## src/rtl/branch_predict_unit_if.sv

```systemverilog
// Purpose: groups the IF lookup and ID resolution signals of branch_predict_unit.
// Latency: wires only; the attached unit answers combinationally.
// Backpressure: none; i_valid is the only qualifier (a stall simply drops i_valid).
// Ports: i_* flow from the pipeline into the unit, o_*/os_* flow back to the pipeline.
interface branch_predict_unit_if #(
  parameter int DATA_W = 32,
  parameter int CNT_W  = 16
);
  // IF-stage lookup
  logic [DATA_W-1:0] i_if_pc;
  logic              o_pred_taken;
  logic [DATA_W-1:0] o_pred_target;
  // ID-stage resolution
  logic              i_valid;
  logic [5:0]        i_op;
  logic [DATA_W-1:0] i_sign_ext;
  logic [DATA_W-1:0] i_jump_address;
  logic [DATA_W-1:0] i_br_pc;
  logic [DATA_W-1:0] i_pc;
  logic [DATA_W-1:0] i_rs_reg;
  logic [DATA_W-1:0] i_rt_reg;
  logic              i_pred_taken;
  logic [DATA_W-1:0] i_pred_target;
  logic              os_taken;
  logic              os_mispredict;
  logic [DATA_W-1:0] o_redirect_address;
  logic              os_write_pc;
  logic              os_select_addr_reg;
  logic [DATA_W-1:0] o_pc_to_reg;
  // performance counters
  logic [CNT_W-1:0]  o_branch_cnt;
  logic [CNT_W-1:0]  o_mispred_cnt;

  // pipeline side
  modport master (
    output i_if_pc, i_valid, i_op, i_sign_ext, i_jump_address, i_br_pc, i_pc,
           i_rs_reg, i_rt_reg, i_pred_taken, i_pred_target,
    input  o_pred_taken, o_pred_target, os_taken, os_mispredict, o_redirect_address,
           os_write_pc, os_select_addr_reg, o_pc_to_reg, o_branch_cnt, o_mispred_cnt
  );

  // predictor side
  modport slave (
    input  i_if_pc, i_valid, i_op, i_sign_ext, i_jump_address, i_br_pc, i_pc,
           i_rs_reg, i_rt_reg, i_pred_taken, i_pred_target,
    output o_pred_taken, o_pred_target, os_taken, os_mispredict, o_redirect_address,
           os_write_pc, os_select_addr_reg, o_pc_to_reg, o_branch_cnt, o_mispred_cnt
  );
endinterface

```

## src/rtl/branch_predict_unit.sv

```systemverilog
// Purpose: BTB + saturating-counter predictor; resolves BEQ/BNE/J/JAL/JR/JALR in ID.
// Latency: lookup and resolution combinational (0 cycles); training/counters at next edge.
// Backpressure: none; i_valid=0 (stall/bubble) zeroes ID outputs and freezes all state.
// Ports: clk, rst (sync, active-low), io_bpu (slave side of branch_predict_unit_if).
module branch_predict_unit #(
  parameter int DATA_W    = 32,
  parameter int BTB_DEPTH = 16,
  parameter int CTR_W     = 2,
  parameter int CNT_W     = 16
) (
  input  logic                  clk,
  input  logic                  rst,
  branch_predict_unit_if.slave  io_bpu
);
  localparam int IDX_W = $clog2(BTB_DEPTH);
  localparam int TAG_W = DATA_W - IDX_W;

  localparam logic [5:0] OP_SPECIAL = 6'b000000;
  localparam logic [5:0] OP_J       = 6'b000010;
  localparam logic [5:0] OP_JAL     = 6'b000011;
  localparam logic [5:0] OP_BEQ     = 6'b000100;
  localparam logic [5:0] OP_BNE     = 6'b000101;
  localparam logic [5:0] FN_JR      = 6'b001000;
  localparam logic [5:0] FN_JALR    = 6'b001001;

  localparam logic [CTR_W-1:0] CTR_ONE = CTR_W'(1);
  localparam logic [CTR_W-1:0] CTR_WT  = CTR_ONE << (CTR_W - 1);  // 10..0
  localparam logic [CTR_W-1:0] CTR_WNT = CTR_WT - CTR_ONE;        // 01..1
  localparam logic [CNT_W-1:0] CNT_ONE = CNT_W'(1);

  logic              r_valid  [BTB_DEPTH];
  logic [TAG_W-1:0]  r_tag    [BTB_DEPTH];
  logic [DATA_W-1:0] r_target [BTB_DEPTH];
  logic [CTR_W-1:0]  r_ctr    [BTB_DEPTH];
  logic [CNT_W-1:0]  r_branch_cnt;
  logic [CNT_W-1:0]  r_mispred_cnt;

  // IF lookup: reads registered contents only, so a same-cycle update is not visible.
  logic [IDX_W-1:0] w_if_idx;
  logic             w_if_hit;
  logic             w_pred_taken;
  assign w_if_idx     = io_bpu.i_if_pc[IDX_W-1:0];
  assign w_if_hit     = r_valid[w_if_idx] && (r_tag[w_if_idx] == io_bpu.i_if_pc[DATA_W-1:IDX_W]);
  assign w_pred_taken = rst && w_if_hit && r_ctr[w_if_idx][CTR_W-1];

  assign io_bpu.o_pred_taken  = w_pred_taken;
  assign io_bpu.o_pred_target = w_pred_taken ? r_target[w_if_idx] : '0;

  // ID decode
  logic [DATA_W-1:0] w_target;
  logic              w_taken;
  logic              w_is_ctrl;
  logic              w_is_cond;
  logic              w_link;
  logic              w_sel_r31;
  logic [5:0]        w_funct;
  assign w_funct = io_bpu.i_sign_ext[5:0];

  always_comb begin
    w_target  = '0;
    w_taken   = 1'b0;
    w_is_ctrl = 1'b0;
    w_is_cond = 1'b0;
    w_link    = 1'b0;
    w_sel_r31 = 1'b0;
    case (io_bpu.i_op)
      OP_BEQ, OP_BNE: begin
        w_is_ctrl = 1'b1;
        w_is_cond = 1'b1;
        w_target  = io_bpu.i_pc + io_bpu.i_sign_ext;
        w_taken   = (io_bpu.i_rs_reg == io_bpu.i_rt_reg) ^ (io_bpu.i_op == OP_BNE);
      end
      OP_J, OP_JAL: begin
        w_is_ctrl = 1'b1;
        w_taken   = 1'b1;
        w_target  = io_bpu.i_jump_address;
        w_link    = (io_bpu.i_op == OP_JAL);
        w_sel_r31 = (io_bpu.i_op == OP_JAL);
      end
      OP_SPECIAL: begin
        if (w_funct == FN_JR || w_funct == FN_JALR) begin
          w_is_ctrl = 1'b1;
          w_taken   = 1'b1;
          w_target  = io_bpu.i_rs_reg;
          w_link    = (w_funct == FN_JALR);
        end
      end
      default: ;
    endcase
  end

  // Everything on the ID side is qualified by reset and i_valid.
  logic w_res_vld;
  logic w_mispredict;
  assign w_res_vld    = rst && io_bpu.i_valid;
  // Catches both direction errors and right-direction/wrong-target (e.g. JR to a new rs).
  assign w_mispredict = w_res_vld && ((w_taken != io_bpu.i_pred_taken) ||
                                      (w_taken && (io_bpu.i_pred_target != w_target)));

  assign io_bpu.os_taken           = w_res_vld && w_taken;
  assign io_bpu.os_mispredict      = w_mispredict;
  assign io_bpu.o_redirect_address = w_mispredict ? (w_taken ? w_target : io_bpu.i_pc) : '0;
  assign io_bpu.os_write_pc        = w_res_vld && w_link;
  assign io_bpu.os_select_addr_reg = w_res_vld && w_sel_r31;
  assign io_bpu.o_pc_to_reg        = (w_res_vld && w_link) ? io_bpu.i_pc : '0;
  assign io_bpu.o_branch_cnt       = rst ? r_branch_cnt  : '0;
  assign io_bpu.o_mispred_cnt      = rst ? r_mispred_cnt : '0;

  // Training port addressed by the resolving instruction.
  logic [IDX_W-1:0] w_br_idx;
  logic             w_br_hit;
  assign w_br_idx = io_bpu.i_br_pc[IDX_W-1:0];
  assign w_br_hit = r_valid[w_br_idx] && (r_tag[w_br_idx] == io_bpu.i_br_pc[DATA_W-1:IDX_W]);

  always_ff @(posedge clk) begin
    if (!rst) begin
      for (int k = 0; k < BTB_DEPTH; k++) begin
        r_valid[k]  <= 1'b0;
        r_tag[k]    <= '0;
        r_target[k] <= '0;
        r_ctr[k]    <= CTR_WNT;
      end
      r_branch_cnt  <= '0;
      r_mispred_cnt <= '0;
    end else if (io_bpu.i_valid) begin
      if (w_is_cond) begin
        if (w_br_hit) begin
          if (w_taken) begin
            r_target[w_br_idx] <= w_target;
            if (r_ctr[w_br_idx] != '1) r_ctr[w_br_idx] <= r_ctr[w_br_idx] + CTR_ONE;
          end else if (r_ctr[w_br_idx] != '0) begin
            r_ctr[w_br_idx] <= r_ctr[w_br_idx] - CTR_ONE;
          end
        end else if (w_taken) begin
          r_valid[w_br_idx]  <= 1'b1;
          r_tag[w_br_idx]    <= io_bpu.i_br_pc[DATA_W-1:IDX_W];
          r_target[w_br_idx] <= w_target;
          r_ctr[w_br_idx]    <= CTR_WT;
        end
      end else if (w_is_ctrl) begin
        // Unconditional transfers: always install as strongly taken.
        r_valid[w_br_idx]  <= 1'b1;
        r_tag[w_br_idx]    <= io_bpu.i_br_pc[DATA_W-1:IDX_W];
        r_target[w_br_idx] <= w_target;
        r_ctr[w_br_idx]    <= '1;
      end else if (w_br_hit) begin
        // A non-control instruction aliased onto a live entry: kill it.
        r_valid[w_br_idx] <= 1'b0;
      end
      if (w_is_ctrl && (r_branch_cnt != '1)) r_branch_cnt <= r_branch_cnt + CNT_ONE;
      if (w_mispredict && (r_mispred_cnt != '1)) r_mispred_cnt <= r_mispred_cnt + CNT_ONE;
    end
  end
endmodule

```

## src/flat_wrapper.sv

```systemverilog
// flat-port wrapper written by rule: the top's interface ports become plain ports
module branch_predict_unit_flat 
#(
  parameter int DATA_W    = 32,
  parameter int BTB_DEPTH = 16,
  parameter int CTR_W     = 2,
  parameter int CNT_W     = 16
)
  (clk, rst, io_bpu_i_if_pc, io_bpu_i_valid, io_bpu_i_op, io_bpu_i_sign_ext, io_bpu_i_jump_address, io_bpu_i_br_pc, io_bpu_i_pc, io_bpu_i_rs_reg, io_bpu_i_rt_reg, io_bpu_i_pred_taken, io_bpu_i_pred_target, io_bpu_o_pred_taken, io_bpu_o_pred_target, io_bpu_os_taken, io_bpu_os_mispredict, io_bpu_o_redirect_address, io_bpu_os_write_pc, io_bpu_os_select_addr_reg, io_bpu_o_pc_to_reg, io_bpu_o_branch_cnt, io_bpu_o_mispred_cnt);
  branch_predict_unit_if #(.DATA_W(DATA_W), .CNT_W(CNT_W)) io_bpu_i ();
  input  logic clk;
  input  logic rst;
  input wire logic [$bits(io_bpu_i.i_if_pc)-1:0] io_bpu_i_if_pc;
  input wire logic [$bits(io_bpu_i.i_valid)-1:0] io_bpu_i_valid;
  input wire logic [$bits(io_bpu_i.i_op)-1:0] io_bpu_i_op;
  input wire logic [$bits(io_bpu_i.i_sign_ext)-1:0] io_bpu_i_sign_ext;
  input wire logic [$bits(io_bpu_i.i_jump_address)-1:0] io_bpu_i_jump_address;
  input wire logic [$bits(io_bpu_i.i_br_pc)-1:0] io_bpu_i_br_pc;
  input wire logic [$bits(io_bpu_i.i_pc)-1:0] io_bpu_i_pc;
  input wire logic [$bits(io_bpu_i.i_rs_reg)-1:0] io_bpu_i_rs_reg;
  input wire logic [$bits(io_bpu_i.i_rt_reg)-1:0] io_bpu_i_rt_reg;
  input wire logic [$bits(io_bpu_i.i_pred_taken)-1:0] io_bpu_i_pred_taken;
  input wire logic [$bits(io_bpu_i.i_pred_target)-1:0] io_bpu_i_pred_target;
  output wire logic [$bits(io_bpu_i.o_pred_taken)-1:0] io_bpu_o_pred_taken;
  output wire logic [$bits(io_bpu_i.o_pred_target)-1:0] io_bpu_o_pred_target;
  output wire logic [$bits(io_bpu_i.os_taken)-1:0] io_bpu_os_taken;
  output wire logic [$bits(io_bpu_i.os_mispredict)-1:0] io_bpu_os_mispredict;
  output wire logic [$bits(io_bpu_i.o_redirect_address)-1:0] io_bpu_o_redirect_address;
  output wire logic [$bits(io_bpu_i.os_write_pc)-1:0] io_bpu_os_write_pc;
  output wire logic [$bits(io_bpu_i.os_select_addr_reg)-1:0] io_bpu_os_select_addr_reg;
  output wire logic [$bits(io_bpu_i.o_pc_to_reg)-1:0] io_bpu_o_pc_to_reg;
  output wire logic [$bits(io_bpu_i.o_branch_cnt)-1:0] io_bpu_o_branch_cnt;
  output wire logic [$bits(io_bpu_i.o_mispred_cnt)-1:0] io_bpu_o_mispred_cnt;
  assign io_bpu_i.i_if_pc = io_bpu_i_if_pc;
  assign io_bpu_i.i_valid = io_bpu_i_valid;
  assign io_bpu_i.i_op = io_bpu_i_op;
  assign io_bpu_i.i_sign_ext = io_bpu_i_sign_ext;
  assign io_bpu_i.i_jump_address = io_bpu_i_jump_address;
  assign io_bpu_i.i_br_pc = io_bpu_i_br_pc;
  assign io_bpu_i.i_pc = io_bpu_i_pc;
  assign io_bpu_i.i_rs_reg = io_bpu_i_rs_reg;
  assign io_bpu_i.i_rt_reg = io_bpu_i_rt_reg;
  assign io_bpu_i.i_pred_taken = io_bpu_i_pred_taken;
  assign io_bpu_i.i_pred_target = io_bpu_i_pred_target;
  assign io_bpu_o_pred_taken = io_bpu_i.o_pred_taken;
  assign io_bpu_o_pred_target = io_bpu_i.o_pred_target;
  assign io_bpu_os_taken = io_bpu_i.os_taken;
  assign io_bpu_os_mispredict = io_bpu_i.os_mispredict;
  assign io_bpu_o_redirect_address = io_bpu_i.o_redirect_address;
  assign io_bpu_os_write_pc = io_bpu_i.os_write_pc;
  assign io_bpu_os_select_addr_reg = io_bpu_i.os_select_addr_reg;
  assign io_bpu_o_pc_to_reg = io_bpu_i.o_pc_to_reg;
  assign io_bpu_o_branch_cnt = io_bpu_i.o_branch_cnt;
  assign io_bpu_o_mispred_cnt = io_bpu_i.o_mispred_cnt;
  branch_predict_unit #(.DATA_W(DATA_W), .BTB_DEPTH(BTB_DEPTH), .CTR_W(CTR_W), .CNT_W(CNT_W)) u_core (.clk(clk), .rst(rst), .io_bpu(io_bpu_i));
endmodule
```

## config.mk

```make
export PLATFORM = sky130hd
export DESIGN_NAME = branch_predict_unit_flat
export DESIGN_NICKNAME = d
export VERILOG_FILES = /design/src/rtl/branch_predict_unit_if.sv /design/src/rtl/branch_predict_unit.sv /design/src/flat_wrapper.sv
export SDC_FILE = /design/constraint.sdc
export NUM_CORES = 2
export LEC_CHECK = 0
export CORE_AREA = 2 2 355 357
export DETAILED_ROUTE_END_ITERATION = 10
export DIE_AREA = 0 0 357 359
export PLACE_DENSITY = 0.66
export REMOVE_ABC_BUFFERS = 1
export SLEW_MARGIN = 0
export SYNTH_ARGS = -nofsm -noshare
export SYNTH_HDL_FRONTEND = slang
export SYNTH_SLANG_ARGS = --single-unit
```

## constraint.sdc

```tcl
create_clock -name clk -period 11.4 [get_ports clk]
set_input_delay 1.14 -clock clk [delete_from_list [all_inputs] [get_ports clk]]
set_output_delay 1.14 -clock clk [all_outputs]
set_load 0.05 [all_outputs]
```

---- Word-level counts from Yosys, hierarchy flattened ----
Memory sizes are Yosys's and may differ from the RTL's.
Cells that the tools add are included.
storage, ports and cells
  bits in registers ....................... 32
  bits in latches ......................... 0
  bits in writable memories ............... 1,008
  ROM bits ................................ 0
  input port bits ......................... 266
  output and inout port bits .............. 133
  logic and storage cells ................. 131
  memories ................................ 4
operators by class
  add/subtract/negate cells ............... 5
  multiply operators ...................... 0
  div/mod/pow operators ................... 0
  $lt $le $gt $ge ......................... 0
  equal/unequal tests ..................... 14
  shift-type cells ........................ 0
  mux-type cells .......................... 72
  bitwise operators ....................... 9
  reductions and logical operators ........ 25
memory list
  name             words  width  read ports  clocked after Yosys merged registers in  write ports  line                       source
  u_core.r_target  16     32     1           0                                        16           branch_predict_unit.sv:33  logic [DATA_W-1:0] r_target [BTB_DEPTH];
  u_core.r_tag     16     28     2           0                                        16           branch_predict_unit.sv:32  logic [TAG_W-1:0] r_tag [BTB_DEPTH];
  u_core.r_ctr     16     2      2           0                                        16           branch_predict_unit.sv:34  logic [CTR_W-1:0] r_ctr [BTB_DEPTH];
  u_core.r_valid   16     1      2           0                                        16           branch_predict_unit.sv:31  logic r_valid [BTB_DEPTH];
operator list
  kind                                            number
  2-to-1 mux 32 bit                               8
  case mux 32 bit (3 select lines)                1
  == test 28 bit                                  2
  2-to-1 mux 28 bit                               2
  2-to-1 mux 1 bit                                48
  adder 16 x 1 -> 16 bit (second input constant)  2
  adder 32 bit                                    1
  == test 32 bit                                  1
  2-to-1 mux 16 bit                               2
  inequality test 16 bit (second input constant)  2
  inequality test 32 bit                          1
  OR reduction 32 bit                             1
  OR reduction 28 bit                             1
  2-to-1 mux 4 bit                                4
  == test 6 x 2 -> 1 bit (second input constant)  2
  == test 6 x 3 -> 1 bit (second input constant)  2
  == test 6 x 4 -> 1 bit (second input constant)  2
  logical AND 1 bit                               12
  2-to-1 mux 2 bit                                4
  OR 1 bit                                        8
  zero test 6 bit                                 1
  OR reduction 2 bit                              3
  case mux 1 bit (2 select lines)                 2
  AND reduction 2 bit                             2
  10 further kinds                                11

---- Depth between registers and ports, before layout ----
  depth after elaboration ................. 15
  depth in mapped cells ................... 18
  mapped depth without buffers ............ 15

---- Least setup slack after synthesis ----
No wires, ideal clock.
  path kind ............................... input port to flip-flop
  from .................................... input port io_bpu_i_br_pc[0]
  to ...................................... memory u_core.r_tag[12][0] (netlist bit), enable pin
  setup time .............................. 0.452 ns
  arrival time ............................ 6.067 ns
  data required time ...................... 10.948 ns
  slack ................................... 4.881 ns
  stages .................................. 13
  path buffers ............................ 4
  cells stage by stage .................... clkbuf_1 -> buf_1 -> mux4_2 -> mux4_2 -> xnor2_1 -> a21boi_0 -> o2111ai_1 -> nor4_1 -> nand3_1 -> a41oi_1 -> buf_2 -> clkbuf_1 -> o21ai_0
RTL lines
  element             line                       source
  start: declaration  flat_wrapper.sv:18         input wire logic [$bits(io_bpu_i.i_br_pc)-1:0] io_bpu_i_br_pc;
  end: declaration    branch_predict_unit.sv:32

---- Worst setup path in the final report ----
  from .................................... input port io_bpu_i_pc[0]
  to ...................................... output port io_bpu_o_redirect_address[26]
between the ends
  word-level cells in the longest chain between the ends .. 7
  elaborated cells between the ends (all ways) .. 8
  classes of those cells .................. 1 x add/sub; 1 x eq/ne; 3 x mux; 3 x reduce/logical
ends and longest elaborated chain
  element                             line                        source
  start: declaration                  flat_wrapper.sv:19          input wire logic [$bits(io_bpu_i.i_pc)-1:0] io_bpu_i_pc;
  adder 32 bit *                      branch_predict_unit.sv:70   w_target = io_bpu.i_pc + io_bpu.i_sign_ext;
  case mux 32 bit (3 select lines) *  branch_predict_unit.sv:66   case (io_bpu.i_op)
  inequality test 32 bit              branch_predict_unit.sv:98   (w_taken && (io_bpu.i_pred_target != w_target)));
  logical AND 1 bit                   branch_predict_unit.sv:98
  logical OR 1 bit                    branch_predict_unit.sv:97   assign w_mispredict = w_res_vld && ((w_taken != io_bpu.i_pred_taken) ||
  logical AND 1 bit                   branch_predict_unit.sv:97
  2-to-1 mux 32 bit *                 branch_predict_unit.sv:102  assign io_bpu.o_redirect_address = w_mispredict ? (w_taken ? w_target : io_bpu.i_pc) : '0;
  end: declaration                    flat_wrapper.sv:28          output wire logic [$bits(io_bpu_i.o_redirect_address)-1:0] io_bpu_o_redirect_address;
Mark *: on every way between the ends. The rest lies on a longest branch, timed or not.

==> reports/results.tsv <==
metric	value	unit
setup bufs post-CTS	0	
Final #Nets	4582	
Critical Path RT	10.26	ns
Metal-1 WL	72.1	mm
commonest non-fill, non-tap cell in the layout	edfxtp_1	
Filler cells	10500	
Post-DRT Antenna Nets	0	
final wirelength	186	mm
DR WL/cell	30.9	µm
Synth Warn #	0	
register bit count reported by yosys	1040	
Hold WC Path Type	flip-flop to flip-flop	
most frequent cells in the layout	edfxtp_1 (992), nor2_1 (686), and2_1 (496)	
CP peak stage delay	0.84	ns
status	finished, final reports clean	
Pwr per Cell Area	141	mW/mm²
routed wl met2	87.0	mm
die area	0.128	mm²
total clock sinks	1040	
Vias/cell	6.22	
Comb power frac	12.2	%
number of global-route vias before repair	36900	
CP Capture Type	output pin	
Die Span X	357	µm
clk slew on worst S/H paths	0.06	ns
GP Congestion	0.942	
Post-Syn Area	0.0544	mm²
GRT overflow	0	
# hold bufs at CTS	0	
Int Power	0.00676	W
setup violators final	0	
area of the core	0.125	mm²
Area contributors post-synth	edfxtp_1 (55%), mux4_2 (19%), and2_1 (5.7%), nor2_1 (4.9%), clkbuf_1 (1.8%)	
post-CTS resize count	0	
post-synthesis area per instance	13.6	µm²
P_sw	0.00221	W
Max Freq	109	MHz
Pleak	20.7	nW
Final min period	9.16	ns
Area Overhead vs Synth	17.3	%
Cells after Synth	4005	
Crit Path Class	input port to output pin	
TritonCTS clock tree	built	
I/O pin total	399	
Arrival @ worst endpoint	8.02	ns
Net Sw Frac	24.6	%
Clock Power Share	38.5	%
starting density of the core	43.7	%
largest net degree at the start of global routing	84	
Starting DRT DRC Count	5481	
CP dominant cell by count	a211oi_1	
Post-DP HPWL	114	mm
VDD IR max	0.117	mV
post-synthesis cell type count	84	
Slew headroom	12.9	%
Slew @ Worst Pin	1.31	ns
crit path max-delay cell type	a31oi_2	
Residual DRC	0	
CTS Buf Count	107	
1st-pass router iterations	8	
register area share after synthesis	56.5	%
RSZ-0062 raised after global routing	no	
first-pass GRT wire length	265	mm
max-slew violations	0	
CTS max path bufs	3	
Final Hold Viols	0	
critical path cell sequence	clkdlybuf4s50_1 > ha_1 > inv_1 > fa_1 > nor2b_1 > o211ai_1 > a211oi_1 > o21a_1 > o21ai_0 > a31oi_2 > xnor2_1 > a211oi_1 > nand4_1 > or4_4 > nand2_1 > buf_4 > a211oi_1 > clkdlybuf4s50_1	
All-Layer GR Usage	28.8	%
register share of total power	49.3	%
site row count	130	
max cap viols	0	
initial antenna violation count	18	
Die Y	359	µm
clock root cell	clkbuf_16	
share of flip-flops with an asynchronous set or reset	0	%
top cell type's share of synthesized area	54.7	%
DR top layer	met5	
setup_tns	0	ns
Port-buffer cells	398	
DR WL met3	22.2	mm
clk_skew	0.0549	ns
Reg area	0.0307	mm²
Post-synth EDFFs	992	
crit path max fanout	21	
Min Hold Slack	0.498	ns
Worst setup SP type	input port	
Period Utilization, post-route	80.4	%
Multi-input gate area	0.0226	mm²
layout cell share with drive strength beyond 1	19.1	%
DR vias	37500	
Synth area leader	edfxtp_1	
htree depth	3	
clk_lat worst skew	0.72	ns
Synth Flop Type	edfxtp_1	
[logic make-up (layout without fill, tap and decap cells)]
kind of cell | count (synthesis) | count (layout) | share of synthesized area [%]
simple gates | 1646 | 1646 | 14.9
flops | 1040 | 1040 | 56.5
xor+xnor | 135 | 135 | 2.17
other cells | 0 | 7 | 0
fa+ha+maj | 34 | 34 | 0.795
mux | 477 | 477 | 19.3
compound gates | 308 | 308 | 3.76
buf+inv | 365 | 732 | 2.62
[registers in the layout (all words and copies together) (netlist names)]
name / flops
u_core.r_ctr: 32
u_core.r_tag: 448
u_core.r_mispred_cnt: 16
u_core.r_target: 512
u_core.r_valid: 16
u_core.r_branch_cnt: 16
[critical path: cells and delay by family]
family	cells	cell delay (ns)
AO/OA/AOI/OAI	7	2.54
AND/OR/NAND/NOR	4	1.83
buffers and inverters	4	1.72
adder cells (fa/ha/maj)	2	0.59
XOR/XNOR	1	0.14
[per-stage QoR]
stage          total power (W)  worst slack, ns  utilization (%)  area [µm²]  instances
2_1_floorplan          0.00505             3.85                -       53100       3665
3_3_place_gp           0.00557             2.49             48.5       60400       5823
3_5_place_dp           0.00559             2.39             48.5       60400       5823
4_1_cts                0.00900             2.36             51.2       63800       6022
5_1_grt                0.00921             2.04             51.2       63800       6026
6_report               0.00898             2.24             51.2       63800       6029
[final cells by class]
cell class | instances | area share (%)
Clock inverter | 66 | 0.990
Multi-Input combinational cell | 2600 | 35.5
Timing Repair Buffer | 508 | 7.58
Tap cell | 1650 | 3.23
Antenna cell | 7 | 0.0274
Inverter | 25 | 0.147
Clock buffer | 133 | 4.36
Sequential cell | 1040 | 48.2
[worst paths after layout]
check | cells past startpoint | to | slack (ns) | from
max | 18 | io_bpu_o_redirect_address[26] | 2.24 | io_bpu_i_pc[0]
min | 1 | u_core.r_mispred_cnt[0] | 0.50 | u_core.r_mispred_cnt[0]
max reg2reg | 11 | u_core.r_tag[3][4] | 6.21 | u_core.r_tag[14][0]
min reg2reg | 1 | u_core.r_mispred_cnt[0] | 0.50 | u_core.r_mispred_cnt[0]
[power groups by stage]
stage | clock network, W | logic (W) | registers, W
2_1_floorplan | 0 | 0.000572 | 0.00448
3_5_place_dp | 0 | 0.00109 | 0.00450
3_3_place_gp | 0 | 0.00108 | 0.00449
6_report | 0.00346 | 0.00110 | 0.00442
4_1_cts | 0.00349 | 0.00109 | 0.00442
5_1_grt | 0.00362 | 0.00114 | 0.00444
[cell usage after synthesis (8+ instances only)]
| cell | instances |
|---|---|
| xor2_1 | 59 |
| o21ai_0 | 54 |
| a21o_1 | 8 |
| mux2_2 | 10 |
| nor2_1 | 704 |
| and3_1 | 49 |
| edfxtp_1 | 992 |
| inv_1 | 24 |
| ha_1 | 33 |
| nand4_1 | 33 |
| nand3_1 | 38 |
| nor4b_1 | 11 |
| mux4_2 | 456 |
| dfxtp_1 | 48 |
| nand2_1 | 162 |
| nor2b_1 | 11 |
| buf_1 | 60 |
| a21oi_1 | 88 |
| a31oi_1 | 16 |
| or3_1 | 15 |
| mux2i_1 | 11 |
| buf_2 | 16 |
| a211oi_1 | 38 |
| clkbuf_1 | 258 |
| and2_1 | 495 |
| a22oi_1 | 12 |
| o21a_1 | 16 |
| xnor2_1 | 76 |
| nor4_1 | 28 |
| nor3_1 | 57 |
| nand2b_1 | 10 |
[routing by layer]
layer  track usage [%]  up-vias
met2              45.0     2444
met5                 0        -
met3              6.63      285
met4              7.65       14
met1              40.7    19100
li1                  -    15700
No activity file was read; power rests on OpenSTA's default activity.
